===== src/rtl/div_ctrl.sv =====
// -----------------------------------------------------------------------------
// div_ctrl -- multi-cycle restoring divider controller for the HILO path.
//
// Executes DIV (two's complement) and DIVU as a WIDTH-step restoring division,
// one quotient bit per clock. EX raises start_i with the operands and keeps it
// high; the block stalls the pipeline until the result is ready, then holds
// {remainder, quotient} until EX drops start_i.
//
// Optional build macro: DIV_EARLY_OUT_EN
//   When defined, operands with |dividend| < |divisor| (divisor != 0) skip the
//   iteration loop and finish in one cycle with quotient 0 and
//   remainder = original dividend.
//
// Ports:
//   clk          in   rising-edge clock
//   rst          in   asynchronous active-low reset
//   start_i      in   divide request, held until ready_o is seen
//   annul_i      in   cancel the operation in flight (ignored once done)
//   signed_div_i in   1 = signed divide, 0 = unsigned divide
//   opdata1_i    in   dividend (sampled only on the accepting edge)
//   opdata2_i    in   divisor  (sampled only on the accepting edge)
//   result_o     out  {remainder, quotient}; HI = upper half, LO = lower half
//   ready_o      out  result valid
//   stall_req_o  out  pipeline stall request (combinational)
// -----------------------------------------------------------------------------
module div_ctrl #(
    parameter int WIDTH = 32
) (
    input  logic                 clk,
    input  logic                 rst,
    input  logic                 start_i,
    input  logic                 annul_i,
    input  logic                 signed_div_i,
    input  logic [WIDTH-1:0]     opdata1_i,
    input  logic [WIDTH-1:0]     opdata2_i,
    output logic [2*WIDTH-1:0]   result_o,
    output logic                 ready_o,
    output logic                 stall_req_o
);

    localparam int CW = $clog2(WIDTH) + 1;
    localparam logic [CW-1:0]    CNT_ZERO = {CW{1'b0}};
    localparam logic [CW-1:0]    CNT_ONE  = {{(CW-1){1'b0}}, 1'b1};
    localparam logic [CW-1:0]    CNT_LAST = CW'(WIDTH);
    localparam logic [WIDTH-1:0] W_ZERO   = {WIDTH{1'b0}};
    localparam logic [WIDTH-1:0] W_ONE    = {{(WIDTH-1){1'b0}}, 1'b1};

    typedef enum logic [1:0] {
        ST_FREE  = 2'd0,
        ST_SHORT = 2'd1,
        ST_ON    = 2'd2,
        ST_END   = 2'd3
    } state_t;

    // Two's complement negation of a WIDTH-bit value.
    function automatic logic [WIDTH-1:0] negate(input logic [WIDTH-1:0] v);
        return (~v) + W_ONE;
    endfunction

    state_t           state_r;
    logic [CW-1:0]    cnt_r;
    logic [WIDTH-1:0] rem_r;      // partial remainder
    logic [WIDTH-1:0] dvd_r;      // dividend magnitude, becomes the quotient
    logic [WIDTH-1:0] dvs_r;      // divisor magnitude
    logic             sign_q_r;   // quotient must be negated at the end
    logic             sign_r_r;   // remainder must be negated at the end

    logic             op1_neg_s;
    logic             op2_neg_s;
    logic [WIDTH-1:0] abs1_s;
    logic [WIDTH-1:0] abs2_s;
    logic [WIDTH:0]   trial_s;
    logic             ge_s;
    logic [WIDTH-1:0] next_rem_s;
    logic [WIDTH-1:0] q_fix_s;
    logic [WIDTH-1:0] r_fix_s;

    // Operand magnitudes, one restoring step and the final sign fix-up.
    always_comb begin
        op1_neg_s  = signed_div_i & opdata1_i[WIDTH-1];
        op2_neg_s  = signed_div_i & opdata2_i[WIDTH-1];
        abs1_s     = op1_neg_s ? negate(opdata1_i) : opdata1_i;
        abs2_s     = op2_neg_s ? negate(opdata2_i) : opdata2_i;
        // Shifted remainder needs one extra bit before the compare.
        trial_s    = {rem_r, dvd_r[WIDTH-1]};
        ge_s       = (trial_s >= {1'b0, dvs_r});
        // When ge_s holds the difference always fits in WIDTH bits.
        if (ge_s) begin
            next_rem_s = trial_s[WIDTH-1:0] - dvs_r;
        end else begin
            next_rem_s = trial_s[WIDTH-1:0];
        end
        q_fix_s    = sign_q_r ? negate(dvd_r) : dvd_r;
        r_fix_s    = sign_r_r ? negate(rem_r) : rem_r;
    end

    // Stall while a request is being accepted or the divider is busy.
    always_comb begin
        case (state_r)
            ST_FREE:  stall_req_o = start_i & ~annul_i;
            ST_SHORT: stall_req_o = 1'b1;
            ST_ON:    stall_req_o = 1'b1;
            ST_END:   stall_req_o = 1'b0;
            default:  stall_req_o = 1'b0;
        endcase
    end

    // Divider FSM, iteration datapath and registered result/ready.
    always_ff @(posedge clk or negedge rst) begin
        if (!rst) begin
            state_r  <= ST_FREE;
            cnt_r    <= CNT_ZERO;
            rem_r    <= W_ZERO;
            dvd_r    <= W_ZERO;
            dvs_r    <= W_ZERO;
            sign_q_r <= 1'b0;
            sign_r_r <= 1'b0;
            result_o <= {(2*WIDTH){1'b0}};
            ready_o  <= 1'b0;
        end else begin
            case (state_r)
                ST_FREE: begin
                    ready_o  <= 1'b0;
                    result_o <= {(2*WIDTH){1'b0}};
                    if (start_i && !annul_i) begin
                        dvd_r    <= abs1_s;
                        dvs_r    <= abs2_s;
                        sign_q_r <= op1_neg_s ^ op2_neg_s;
                        sign_r_r <= op1_neg_s;
                        rem_r    <= W_ZERO;
                        cnt_r    <= CNT_ZERO;
                        if (abs2_s == W_ZERO) begin
                            state_r <= ST_SHORT;
`ifdef DIV_EARLY_OUT_EN
                        end else if (abs1_s < abs2_s) begin
                            state_r <= ST_SHORT;
`endif
                        end else begin
                            state_r <= ST_ON;
                        end
                    end else begin
                        state_r <= ST_FREE;
                    end
                end
                ST_SHORT: begin
                    if (annul_i) begin
                        state_r <= ST_FREE;
                        cnt_r   <= CNT_ZERO;
                    end else begin
                        state_r <= ST_END;
                        ready_o <= 1'b1;
`ifdef DIV_EARLY_OUT_EN
                        // Non-zero divisor here means the early-out case:
                        // quotient 0, remainder is the signed dividend.
                        if (dvs_r != W_ZERO) begin
                            result_o <= {(sign_r_r ? negate(dvd_r) : dvd_r), W_ZERO};
                        end else begin
                            result_o <= {(2*WIDTH){1'b0}};
                        end
`else
                        result_o <= {(2*WIDTH){1'b0}};
`endif
                    end
                end
                ST_ON: begin
                    if (annul_i) begin
                        state_r <= ST_FREE;
                        cnt_r   <= CNT_ZERO;
                    end else if (cnt_r == CNT_LAST) begin
                        state_r  <= ST_END;
                        ready_o  <= 1'b1;
                        result_o <= {r_fix_s, q_fix_s};
                    end else begin
                        rem_r <= next_rem_s;
                        dvd_r <= {dvd_r[WIDTH-2:0], ge_s};
                        cnt_r <= cnt_r + CNT_ONE;
                    end
                end
                ST_END: begin
                    // annul_i deliberately not looked at: the result is final.
                    if (!start_i) begin
                        state_r  <= ST_FREE;
                        ready_o  <= 1'b0;
                        result_o <= {(2*WIDTH){1'b0}};
                        cnt_r    <= CNT_ZERO;
                    end else begin
                        state_r <= ST_END;
                    end
                end
                default: begin
                    state_r  <= ST_FREE;
                    cnt_r    <= CNT_ZERO;
                    ready_o  <= 1'b0;
                    result_o <= {(2*WIDTH){1'b0}};
                end
            endcase
        end
    end

endmodule

===== config.mk =====
export PLATFORM = sky130hd
export DESIGN_NAME = div_ctrl
export DESIGN_NICKNAME = d
export VERILOG_FILES = /design/src/rtl/div_ctrl.sv
export SDC_FILE = /design/constraint.sdc
export NUM_CORES = 1
export LEC_CHECK = 0
export CELL_PAD_IN_SITES_DETAIL_PLACEMENT = 1
export CELL_PAD_IN_SITES_GLOBAL_PLACEMENT = 1
export CORE_MARGIN = 2
export CORE_UTILIZATION = 30
export CTS_BUF_LIST = sky130_fd_sc_hd__clkbuf_16
export DETAILED_ROUTE_END_ITERATION = 10
export PLACE_DENSITY_LB_ADDON = 0.08
export SYNTH_ARGS = -nofsm -noshare
export SYNTH_HDL_FRONTEND = slang
export SYNTH_SLANG_ARGS = --single-unit

===== constraint.sdc =====
create_clock -name clk -period 5.55 [get_ports clk]
set_input_delay 1.11 -clock clk [delete_from_list [all_inputs] [get_ports clk]]
set_output_delay 1.11 -clock clk [all_outputs]
set_load 0.05 [all_outputs]

==> metrics.txt <==
htree depth 4; Hold WC Path Type reg2reg; Avg Synthesized Cell Area 8.15 µm²; crit path DAT just under 3000 ps; TritonCTS Buffers 17; max-slew violation count 0; Lkg Pwr 5.88 nW; Setup WS post-layout between 1000 and 1500 ps; IO buf count 134; RSZ-0062 raised after global routing no; share of cells above drive strength 1 4.28%; GP Congestion 0.846; worst path cell trace clkdlybuf4s50_1 > nor2b_1 > nand2_1 > o21ai_0 > clkdlybuf4s50_1; largest net degree at the start of global routing 107; Mapped Area 12,000 µm²; CTS Sinks 171; CTS tree yes; vias per std cell 5.22; Crit path largest cell delay 850 ps; fillers 4,714; synthesis-to-layout area growth 20.0%; chip height 204 µm; Setup crit end kind output pin; DR vias 10,920; diode count 0; Rows 73; drt first pass iters 4; Worst Path Buf+Inv 2; first-pass GRT wire length 63,000 µm; Worst Tran Pin Value 1080 ps; Synth cell types 74; number of synthesized flops with an enable pin 0; final hold vios 0; status finished, final reports clean; Max VDD drop 0.000245 V; max-cap violations 0; Slew headroom 27.6%; Power Total 6.57 mW; CTS resizes 0; Post-DP HPWL 30,700 µm; most used cell, CP clkdlybuf4s50_1; Reg clk slew, reported paths 70 ps; Finished Cell Area 14,400 µm²; CTS Buffer Depth 2; top-level port count between 100 and 150; CP required ~4400 ps; Post-Layout Cell Count 2,091; die area roughly 42,000 µm²; Crit Path Max Fanout 6; CP Launch Type input pin; Post-DP Area ~14,000 µm²; multi-input logic area a little over 7000 µm²; Tcrit/Tclk final between 70% and 80%; nets 1,666; Die Span X 204 µm; yosys warns 0; register bit total from synthesis 171; vias in the first global route ~11,000; initial cell density of the core 30.4%; Worst Setup Path Type in2out; fin crit period 4080 ps; Register Area roughly 4300 µm²; maximum clock frequency roughly 250 MHz; cts hold-fix bufs 0; 1st-iter DRT viols 560; setup violators final 0; Core ar. roughly 40,000 µm²; DRC Markers 0; Synth Instances 1,477; total track usage between 10% and 20%; Seq/Total Area, Yosys 35.5%; initial antenna violation count 0; TNS Setup 0 ps; Syn Nets 1,590; slowest CP cell clkdlybuf4s50_1; pre-CTS setup slack 1100 ps; CTS Root Cell clkbuf_16; Synth Flop Type dfrtp_1; power density over cell area 455 nW/µm²; Clock Latency Late Sink 450 ps; Routed WL ~40,000 µm; routed length per instance 19.0 µm; post-placement cell count 2,059; remaining global-route overflow 0; Antenna Nets Post-Route 0; Worst Skew 12.6 ps; Top delay family on crit path buffers and inverters; Synth async-reset ratio 100%; post-CTS setup buffer count 0
==> per-layer routing <==
metal	vias to the layer above	wire length (µm)	GRT usage, %
met5	-	0	0
met4	0	458	4.81
met3	22	1080	2.25
met2	165	15500	25.8
met1	5267	22800	31.7
li1	5466	-	-
==> kinds of logic after synthesis <==
family / count (synthesis) / synth area share, %
adders and majority gates: 44 / 4.64
buffers and inverters: 153 / 4.79
and+or+nand+nor: 497 / 19.3
AOI/OAI and AO/OA: 447 / 23.5
muxes: 20 / 1.69
DFF: 171 / 35.5
xor gates and xnor gates: 145 / 10.5
==> cell usage after synthesis, types with 3 or more instances <==
library cell | count | share of area [%]
o21bai_1 | 4 | 0.25
o41ai_1 | 9 | 0.65
a41o_1 | 3 | 0.25
a221oi_1 | 3 | 0.22
nor2_1 | 81 | 2.5
dfrtp_1 | 171 | 36
or3_1 | 16 | 0.83
o21ai_0 | 163 | 6.8
nand2_1 | 223 | 7.0
a2111oi_0 | 3 | 0.22
nand2b_1 | 12 | 0.62
o311ai_0 | 12 | 0.87
nor3_1 | 30 | 1.2
clkbuf_1 | 85 | 2.7
inv_1 | 62 | 1.9
mux2i_1 | 17 | 1.4
a21oi_1 | 90 | 3.7
nand3b_1 | 3 | 0.19
mux2_2 | 3 | 0.28
or4_1 | 15 | 0.94
or2_2 | 6 | 0.31
nand4b_1 | 3 | 0.22
a21o_1 | 10 | 0.62
xor2_1 | 92 | 6.7
a211oi_1 | 8 | 0.50
a31oi_1 | 9 | 0.47
a32oi_1 | 13 | 0.95
and2_1 | 3 | 0.16
nor2b_1 | 11 | 0.57
nand4_1 | 16 | 0.83
buf_1 | 4 | 0.12
nor4_1 | 24 | 1.2
o31ai_1 | 69 | 4.3
nand3_1 | 38 | 1.6
xnor2_1 | 53 | 3.9
and3_1 | 3 | 0.16
ha_1 | 43 | 4.5
o21a_1 | 10 | 0.62
o211ai_1 | 11 | 0.69
==> placed cells by master (no fill, tap or decap), types with 10 or more instances in the layout <==
cell type | synthesis | routed
o21ai_0 | 163 | 162
nor3_1 | 30 | 30
clkdlybuf4s50_1 | 0 | 133
clkbuf_16 | 0 | 17
nand2b_1 | 12 | 12
nand3_1 | 38 | 38
a32oi_1 | 13 | 13
a21oi_1 | 90 | 89
o311ai_0 | 12 | 12
ha_1 | 43 | 42
inv_1 | 62 | 63
o211ai_1 | 11 | 11
buf_4 | 0 | 13
or4_1 | 15 | 15
xor2_1 | 92 | 92
nand2_1 | 223 | 222
dfrtp_1 | 171 | 171
or3_1 | 16 | 16
nor2_1 | 81 | 81
o21a_1 | 10 | 10
nor2b_1 | 11 | 11
nand4_1 | 16 | 16
a21o_1 | 10 | 10
xnor2_1 | 53 | 53
o31ai_1 | 69 | 69
mux2i_1 | 17 | 17
nor4_1 | 24 | 24
==> state kept, by name, summed over array words and instances, names as in the netlist <==
name	count
cnt_r	6
dvd_r	32
dvs_r	32
ready_o	1
rem_r	32
result_o	64
sign_q_r	1
sign_r_r	1
state_r	2
==> area by class of cell <==
type                            instances  area share (%)
Clock buffer                           17            2.95
Clock inverter                         15            1.14
Inverter                               62            1.61
Multi-Input combinational cell       1153            50.0
Sequential cell                       171            29.6
Tap cell                              525            4.55
Timing Repair Buffer                  148            10.1
==> power breakdown <==
| group | leakage (nW) | internal, mW | switching, mW |
|---|---|---|---|
| logic | 3.33 | 1.09 | 2.22 |
| clock network | 0.282 | 0.672 | 0.573 |
| registers | 2.27 | 1.61 | 0.396 |
| total | 5.88 | 3.38 | 3.19 |
==> worst min-delay path: stages (launching register included) <==
cell and delay (ps):
dfrtp_1 340, nand2_1 50, o31ai_1 50
==> metrics by stage <==
step                      util [%]  hold WS [ps]
after detailed placement      34.9           469
after floorplan                  -           445
after global routing          36.4           510
final                         36.4           477
after global placement        34.9           462
after CTS                     36.4           485
==> final timing paths <==
path	from	end	slack [ps]	cells past startpoint
hold reg to reg	result_o[47]	result_o[47]	480	2
min in group asynchronous	rst	result_o[59]	640	1
setup / recovery	annul_i	stall_req_o	1470	5
hold / removal	result_o[47]	result_o[47]	480	2
max in group asynchronous	rst	cnt_r[2]	3860	2
setup reg to reg	rem_r[3]	rem_r[12]	2030	9
(Power assumes the default switching activity.)
